===== src/rtl/uart_rx_if.sv =====
// uart_rx_if: serial line, oversample tick and received-byte outputs of uart_rx
interface uart_rx_if #(
  parameter int NB_DATA = 8
);
  logic i_tick;
  logic i_data;
  logic [NB_DATA-1:0] o_data;
  logic o_valid;
  logic o_frame_error;
  logic o_parity_error;
  logic o_busy;
  modport master (
    output i_tick, i_data,
    input  o_data, o_valid, o_frame_error, o_parity_error, o_busy
  );
  modport slave (
    input  i_tick, i_data,
    output o_data, o_valid, o_frame_error, o_parity_error, o_busy
  );
endinterface


===== src/rtl/uart_rx.sv =====
// uart_rx: 16x-oversampled UART receiver; define UART_RX_PARITY_EN to expect an even-parity bit after the data bits.
module uart_rx #(
  parameter int NB_DATA         = 8,
  parameter int NB_STOP         = 1,
  parameter int NB_DATA_COUNTER = $clog2(NB_DATA),
  parameter int NB_OVERSAMPLE   = 4
) (
  input logic      i_clock,
  input logic      i_reset,
  uart_rx_if.slave bus
);
`ifdef UART_RX_PARITY_EN
  typedef enum logic [2:0] {IDLE, START, DATA, PARITY, STOP} state_t;
`else
  typedef enum logic [2:0] {IDLE, START, DATA, STOP} state_t;
`endif
  state_t state, state_n;
  logic [1:0] sync;
  logic rx_s;
  logic [NB_OVERSAMPLE-1:0] tick_cnt, tick_cnt_n;
  logic [NB_DATA_COUNTER-1:0] bit_cnt, bit_cnt_n;
  logic [1:0] stop_cnt, stop_cnt_n;
  logic [NB_DATA-1:0] shreg, shreg_n, data_q, data_n;
  logic ferr, ferr_n, perr, perr_n, armed, armed_n;
  logic valid_q, valid_n, fe_q, fe_n, pe_q, pe_n;
  logic mid, stop_bad;
  assign rx_s     = sync[1];
  assign mid      = bus.i_tick && tick_cnt == '1;
  assign stop_bad = ferr | ~rx_s;
  // synchronizer and all receiver state; a low reset aborts any frame in flight
  always_ff @(posedge i_clock) begin
    if (!i_reset) begin
      sync     <= '1;
      state    <= IDLE;
      tick_cnt <= '0;
      bit_cnt  <= '0;
      stop_cnt <= '0;
      shreg    <= '0;
      data_q   <= '0;
      ferr     <= 1'b0;
      perr     <= 1'b0;
      armed    <= 1'b1;
      valid_q  <= 1'b0;
      fe_q     <= 1'b0;
      pe_q     <= 1'b0;
    end else begin
      sync     <= {sync[0], bus.i_data};
      state    <= state_n;
      tick_cnt <= tick_cnt_n;
      bit_cnt  <= bit_cnt_n;
      stop_cnt <= stop_cnt_n;
      shreg    <= shreg_n;
      data_q   <= data_n;
      ferr     <= ferr_n;
      perr     <= perr_n;
      armed    <= armed_n;
      valid_q  <= valid_n;
      fe_q     <= fe_n;
      pe_q     <= pe_n;
    end
  end
  // frame FSM: start detect every clock, mid-bit sampling on ticks, result published at mid final stop bit
  always_comb begin
    state_n    = state;
    tick_cnt_n = tick_cnt;
    bit_cnt_n  = bit_cnt;
    stop_cnt_n = stop_cnt;
    shreg_n    = shreg;
    data_n     = data_q;
    ferr_n     = ferr;
    perr_n     = perr;
    armed_n    = armed;
    valid_n    = 1'b0;
    fe_n       = 1'b0;
    pe_n       = 1'b0;
    case (state)
      IDLE: begin
        armed_n = armed | rx_s;
        if (armed && !rx_s) begin
          state_n    = START;
          tick_cnt_n = '0;
          stop_cnt_n = '0;
          ferr_n     = 1'b0;
          perr_n     = 1'b0;
        end
      end
      START: if (bus.i_tick) begin
        if (tick_cnt == NB_OVERSAMPLE'(7)) begin
          state_n    = rx_s ? IDLE : DATA;
          tick_cnt_n = '0;
          bit_cnt_n  = '0;
        end else tick_cnt_n = tick_cnt + 1'b1;
      end
      DATA: if (bus.i_tick) begin
        tick_cnt_n = tick_cnt + 1'b1;
        if (mid) begin
          shreg_n   = {rx_s, shreg[NB_DATA-1:1]};
          bit_cnt_n = bit_cnt + 1'b1;
`ifdef UART_RX_PARITY_EN
          if (bit_cnt == NB_DATA_COUNTER'(NB_DATA - 1)) state_n = PARITY;
`else
          if (bit_cnt == NB_DATA_COUNTER'(NB_DATA - 1)) state_n = STOP;
`endif
        end
      end
`ifdef UART_RX_PARITY_EN
      PARITY: if (bus.i_tick) begin
        tick_cnt_n = tick_cnt + 1'b1;
        if (mid) begin
          perr_n  = ^{shreg, rx_s};
          state_n = STOP;
        end
      end
`endif
      STOP: if (bus.i_tick) begin
        tick_cnt_n = tick_cnt + 1'b1;
        if (mid) begin
          ferr_n     = stop_bad;
          stop_cnt_n = stop_cnt + 1'b1;
          if (stop_cnt == 2'(NB_STOP - 1)) begin
            data_n  = shreg;
            valid_n = 1'b1;
            fe_n    = stop_bad;
            pe_n    = perr;
            state_n = IDLE;
            armed_n = ~stop_bad;
          end
        end
      end
      default: state_n = IDLE;
    endcase
  end
  assign bus.o_data         = data_q;
  assign bus.o_valid        = valid_q;
  assign bus.o_frame_error  = fe_q;
  assign bus.o_parity_error = pe_q;
  assign bus.o_busy         = state != IDLE;
endmodule


===== src/flat_wrapper.sv =====
// flat-port wrapper written by rule: the top's interface ports become plain ports
module uart_rx_flat 
#(
  parameter int NB_DATA         = 8,
  parameter int NB_STOP         = 1,
  parameter int NB_DATA_COUNTER = $clog2(NB_DATA),
  parameter int NB_OVERSAMPLE   = 4
)
  (i_clock, i_reset, bus_i_tick, bus_i_data, bus_o_data, bus_o_valid, bus_o_frame_error, bus_o_parity_error, bus_o_busy);
  uart_rx_if #(.NB_DATA(NB_DATA)) bus_i ();
  input logic i_clock;
  input logic i_reset;
  input wire logic [$bits(bus_i.i_tick)-1:0] bus_i_tick;
  input wire logic [$bits(bus_i.i_data)-1:0] bus_i_data;
  output wire logic [$bits(bus_i.o_data)-1:0] bus_o_data;
  output wire logic [$bits(bus_i.o_valid)-1:0] bus_o_valid;
  output wire logic [$bits(bus_i.o_frame_error)-1:0] bus_o_frame_error;
  output wire logic [$bits(bus_i.o_parity_error)-1:0] bus_o_parity_error;
  output wire logic [$bits(bus_i.o_busy)-1:0] bus_o_busy;
  assign bus_i.i_tick = bus_i_tick;
  assign bus_i.i_data = bus_i_data;
  assign bus_o_data = bus_i.o_data;
  assign bus_o_valid = bus_i.o_valid;
  assign bus_o_frame_error = bus_i.o_frame_error;
  assign bus_o_parity_error = bus_i.o_parity_error;
  assign bus_o_busy = bus_i.o_busy;
  uart_rx #(.NB_DATA(NB_DATA), .NB_STOP(NB_STOP), .NB_DATA_COUNTER(NB_DATA_COUNTER), .NB_OVERSAMPLE(NB_OVERSAMPLE)) u_core (.i_clock(i_clock), .i_reset(i_reset), .bus(bus_i));
endmodule

===== config.mk =====
export PLATFORM = sky130hd
export DESIGN_NAME = uart_rx_flat
export DESIGN_NICKNAME = d
export VERILOG_FILES = /design/src/rtl/uart_rx_if.sv /design/src/rtl/uart_rx.sv /design/src/flat_wrapper.sv
export SDC_FILE = /design/constraint.sdc
export NUM_CORES = 1
export LEC_CHECK = 0
export CORE_MARGIN = 1.5
export CORE_UTILIZATION = 35
export DETAILED_ROUTE_END_ITERATION = 16
export GPL_TIMING_DRIVEN = 0
export HOLD_SLACK_MARGIN = 0.08
export PLACE_DENSITY_LB_ADDON = 0.05
export SYNTH_ARGS = -nofsm -noshare
export SYNTH_HDL_FRONTEND = slang
export SYNTH_SLANG_ARGS = --single-unit

===== constraint.sdc =====
create_clock -name i_clock -period 2.9 [get_ports i_clock]
set_input_delay 0.435 -clock i_clock [delete_from_list [all_inputs] [get_ports i_clock]]
set_output_delay 0.435 -clock i_clock [all_outputs]
set_load 0.02 [all_outputs]

Word-level counts from Yosys, hierarchy flattened
Index checks and enable logic that the tools add are counted.

Register bits: 34. Output and inout port bits: 12. Logic and storage cells: 87.

Add/sub/neg operators: 3. Equality and inequality tests: 16. Muxes and demuxes: 34. Bitwise logic cells: 4. Reduce and logical (&&, ||, !) cells: 19.

Operators with widths (count): $mux W3 (13); $reduce_and A4 Y1 (5); $mux W4 (4); $ne A2 B1 Y1 const B (7); $pmux W3 S4 (1); $pmux W4 S3 (1); $reduce_and A5 Y1 (2); $reduce_and A9 Y1 (1); $mux W2 (4); $mux W1 (7); $eq A3 B2 Y1 const B (2); $ne A2 B2 Y1 const B (3); $pmux W3 S2 (1); $reduce_bool A3 Y1 (2); $add A4 B1 Y4 const B (1); $eq A4 B3 Y1 const B (1); $eq A4 B4 Y1 const B (1); $pmux W1 S2 (2); $pmux W2 S2 (1); $reduce_bool A2 Y1 (2); $add A3 B1 Y3 const B (1); $eq A3 B1 Y1 const B (1); $eq A3 B3 Y1 const B (1); $logic_not A3 Y1 (1); 8 further kinds (11).

Longest topological paths before layout
Word-level depth: 7. Mapped depth: 6. Depth with buffers taken out: 5.

Least setup slack after synthesis
OpenSTA, ideal clock, no wires.

Kind: flip-flop to output port. From: register u_core.state[1]. To: output port bus_o_busy. Data arrival time: 0.917 ns. Path slack: 1.548 ns. Cell stages (with the launch flop): 5. Path through: dfxtp_1 buf_2 buf_2 nor2_1 inv_1.

Cells in the longest elaborated chain, start to end: 1.

RTL lines: start: declaration (RTL line uart_rx.sv:17) `state_t state, state_n;`; start signal: assignment (RTL line uart_rx.sv:48) `state <= state_n;`; $reduce_bool A3 Y1 (RTL line uart_rx.sv:137) `assign bus.o_busy = state != IDLE;`; end: declaration (RTL line flat_wrapper.sv:19) `output wire logic [$bits(bus_i.o_busy)-1:0] bus_o_busy;`.

No other way between the ends.

Final worst setup path
Same ends and word-level chain as after synthesis.

==> impl.org <==
** Final layout
- Counting the fill cells in the layout gives 392.
- Non-Filler Cell Area, Final :: 1750 um^2
- Area occupied by multi-input gates :: 702 um^2
- From synthesis to final layout, the design area changed by 19.0%.
- Ant. Diodes :: 0
- Share of cells above drive strength 1 :: 10.6%
- Sequential cell area in the final layout :: 661 um^2
- Measured on the finished design, the core utilization comes to 43.6%.
- For this run, the post-layout net count is 197.

** Pwr
- Combinational share of power :: 4.0%
- Of the total power, the clock network draws 41.1%.
- Power density cells :: 479 nW/um^2
- The internal portion of the total power is 657 uW.
- Sequential share of power :: 55.0%
- Switching Share :: 21.4%
- Switching component of the power :: 179 uW
- Across the VDD grid, the largest voltage drop is 252 uV.
- Power Total :: 835 uW
- The analysis attributes to cell leakage a power of 0.609 nW.

** Critical path
- Data on the critical path is required at its endpoint by 2.47 ns.
- The critical path is of the reg2out type.
- Critical path fanouts, max :: 10
- Reg2Reg Launch Point :: u_core.tick_cnt[0]$_SDFFE_PN0P_
- For the worst flop-to-flop path, the logic depth is 5.
- STA classifies the critical path startpoint as a register.
- STA classifies the critical path endpoint as an output port.
- In this run the register-to-register setup slack is 1.31 ns.
- Worst path arrival time :: 1.82 ns
- The worst register-to-register path ends at u_core.bus.o_data[7]$_SDFFE_PN0P_.

** Yosys
- The synthesized netlist devotes 20.4% of its cell area to simple gates.
- Multiplexer share of the synthesized area :: 0%
- Area fraction of the dominant cell type after synthesis :: 45.1%
- After synthesis the netlist holds a flip-flop and latch count of 33.
- During synthesis, Yosys emitted a total of 0 warnings.
- The number of nets handed over by synthesis was 177.
- Of the total synthesized cell area, the portion taken by full adders, half adders and majority gates is 3.41%.
- Of all cell types, the one taking the most synthesized area is dfxtp_1.
- The synthesized netlist devotes 23.8% of its cell area to compound gates.
- After synthesis, the cell types taking the most area are dfxtp_1 (45%), a21oi_1 (8.2%), nand3_1 (7.5%).
- Combinational family with the most area after synthesis :: compound AO/OA/AOI/OAI gates
- After technology mapping, the gate count stands at 169.
- Per-instance average area after synthesis :: 8.68 um^2
- Counting distinct cell types in the post-synthesis netlist gives 40.
- In this run the cell area of the synthesized design comes to 1470 um^2.
- Register area share after synthesis :: 45.1%
- After Yosys synthesis, XOR and XNOR cells account for 0% of the synthesized area.

** STA
- In the finished design, the share of the clock period the worst path needs comes to 77.9%.
- Minimum period implied by the final worst setup slack :: 2.26 ns
- For this run, the top clock speed supported by timing is 443 MHz.
- RSZ-0062 raised after global routing :: false
- The final hold violation count is 0.
- On the final layout, the worst hold slack is 0.407 ns.
- Setup violations remaining at the end of the flow were counted as 0.
- Clock skew :: 0.00342 ns
- The max-slew violation count is 0.
- Aggregate negative setup slack :: 0 ns

** Floorplanning
- Width of the die :: 67.7 um
- Area of the core :: 4000 um^2
- Top-Level Pins :: 16
- Initial cell density of the core :: 36.7%
- Chip height :: 67.7 um
- Number of core rows :: 23
- The floorplan step defined a die boundary enclosing 4590 um^2.

** Place
- In this run the cell area measured after placement is 1660 um^2.
- HPWL after detailed placement :: 2430 um
- Weighted congestion at the end of routability-driven global placement :: 0.801
- In this run the tool buffered the top-level ports with 13 buffer cells.

** Job
- Across the run, the number of max-cap violations was 0.

** Detailed routing
- Routed length per instance :: 14.6 um
- First-iteration detailed-routing DRC count :: 70
- Routed via count divided by cell count :: 5.53
- Across all layers, the routed design uses 1322 vias.
- For this run, design rule violations remaining after detail routing come to 0.
- First-pass DRT Iterations :: 4
- After detailed routing, the total wire length is 3490 um.
- Number of nets with antenna violations after routing :: 0

** Worst hold path
- The worst hold path terminates at u_core.sync[1]$_SDFF_PN1_.
- Hold Startpoint :: u_core.sync[0]$_SDFF_PN1_
- Number of cells on the worst hold path :: 1
- Class of the worst hold path :: reg2reg

** Clocking
- Clock-pin slew was measured on the worst setup and hold paths at 0.06 ns.
- The number of setup buffers added after CTS is 0.
- Largest buffer count on any clock path :: 2
- TritonCTS built the clock tree.
- CTS H-tree lvls :: 2
- Clock Latency Late Sink :: 0.28 ns
- Clock tree synthesis found a total of 33 sinks.
- The tree is rooted in a clkbuf_8.
- Count of instances resized after the clock tree is built :: 0
- Number of buffers inserted by hold repair at cts :: 0
- The number of clock buffers added by TritonCTS is 5.

** GRT
- Across every metal layer, demand over resource in global routing totals 17.7%.
- The initial antenna violation count came to 0.
- The first global-routing pass estimated 5930 um of wire.
- Global route total overflow :: 0
- Largest net degree at the start of global routing :: 11
- The number of global-route vias before repair came to 1264.

** Outcome
- Status :: finished clean
[critical path, cell delays in order, from the launching register on]
cell             delay [ns]
dfxtp_1                0.32
buf_2                  0.21
buf_2                  0.25
nor2_1                 0.11
inv_1                  0.06
clkdlybuf4s50_1        0.60
[Yosys cell counts]
library cell  instances
nand3b_1              1
nor3_1                2
nand4_2               1
nor2_1                2
nand2_1               9
buf_2                 5
buf_6                 1
conb_1                1
or4b_4                1
and4_1                1
and2_1                1
o211a_1               1
ha_1                  4
or3b_1                1
buf_4                 5
o2111ai_2             1
inv_1                 4
a21oi_1              24
o21ai_1               1
clkbuf_1              3
o311ai_0              2
nand4_1               2
o211ai_1              3
o22ai_1               2
o2111ai_1             1
nor3b_1               2
o41ai_1               1
a311oi_1              2
a31oi_1               1
a211oi_1              1
o21a_1                1
clkinv_1              1
nand2b_1              3
and3_1                2
or3_1                 1
nand3_1              22
or2_0                 1
o21ai_0              18
dfxtp_1              33
and3b_1               1
[kinds of logic (layout without fill, tap and decap cells)]
group / after synthesis / after routing
other: 1 / 1
buffers and inverters: 19 / 39
adder cells (fa/ha/maj): 4 / 4
flip-flops: 33 / 33
AND/OR/NAND/NOR: 53 / 53
AO/OA/AOI/OAI: 59 / 59
[final cells by class]
cell class | instances | share of cell area, %
buffer | 14 | 4.87
clock buffer | 7 | 4.95
inverter | 5 | 1.08
multi-input combinational | 117 | 40.2
sequential | 33 | 37.8
tap | 50 | 3.58
timing repair buffer | 13 | 7.46
[cell usage in the layout (no fill, tap or decap), types with 2 or more instances in the layout]
| master | netlist | routed |
|---|---|---|
| a21oi_1 | 24 | 24 |
| a311oi_1 | 2 | 2 |
| and3_1 | 2 | 2 |
| buf_2 | 5 | 5 |
| buf_4 | 5 | 5 |
| clkbuf_1 | 3 | 4 |
| clkbuf_8 | 0 | 6 |
| clkdlybuf4s50_1 | 0 | 13 |
| dfxtp_1 | 33 | 33 |
| ha_1 | 4 | 4 |
| inv_1 | 4 | 4 |
| nand2_1 | 9 | 9 |
| nand2b_1 | 3 | 3 |
| nand3_1 | 22 | 22 |
| nand4_1 | 2 | 2 |
| nor2_1 | 2 | 2 |
| nor3_1 | 2 | 2 |
| nor3b_1 | 2 | 2 |
| o211ai_1 | 3 | 3 |
| o21ai_0 | 18 | 18 |
| o22ai_1 | 2 | 2 |
| o311ai_0 | 2 | 2 |
[worst max-delay path by stage]
stage                                       startpoint                                 to  slack, ns  cells after the start
after floorplan           u_core.state[1]$_SDFFE_PN0P_                         bus_o_busy       1.55                      4
after global placement                      bus_i_tick  u_core.bus.o_data[7]$_SDFFE_PN0P_       0.94                      5
after detailed placement                    bus_i_tick     u_core.bit_cnt[0]$_SDFFE_PN0P_       0.88                      4
after CTS                 u_core.state[1]$_SDFFE_PN0P_                         bus_o_busy       0.65                      5
after global routing      u_core.state[1]$_SDFFE_PN0P_                         bus_o_busy       0.56                      5
final                     u_core.state[1]$_SDFFE_PN0P_                         bus_o_busy       0.64                      5
[flip-flops by register name, indices dropped and copies added, names as in the netlist]
register,cells
u_core.state,2
u_core.sync,2
u_core.bus.o_frame_error,1
u_core.bus.o_data,8
u_core.stop_cnt,2
u_core.ferr,1
u_core.armed,1
u_core.tick_cnt,4
u_core.bit_cnt,3
u_core.shreg,8
u_core.bus.o_valid,1
[power by group through the flow]
stage          clock network (mW)  registers (mW)  logic [mW]
2_1_floorplan                   0           0.468      0.0220
3_3_place_gp                    0           0.469      0.0331
3_5_place_dp                    0           0.469      0.0333
4_1_cts                     0.360           0.459      0.0334
5_1_grt                     0.378           0.459      0.0368
6_report                    0.343           0.459      0.0332
[stage by stage]
step | setup slack [ns] | instances
after floorplan | 1.55 | 169
after global placement | 0.937 | 232
after detailed placement | 0.876 | 232
after CTS | 0.650 | 239
after global routing | 0.560 | 239
final | 0.640 | 239
[metal layers]
layer / track usage [%] / part of all wire [%] / up-vias
met5: 0 / 0 / -
met4: 6.89 / 1.6 / 0
met3: 5.50 / 4.6 / 6
met2: 26.3 / 43 / 28
met1: 23.7 / 50 / 628
li1: - / - / 660
Power figures use the tool's default switching activity.
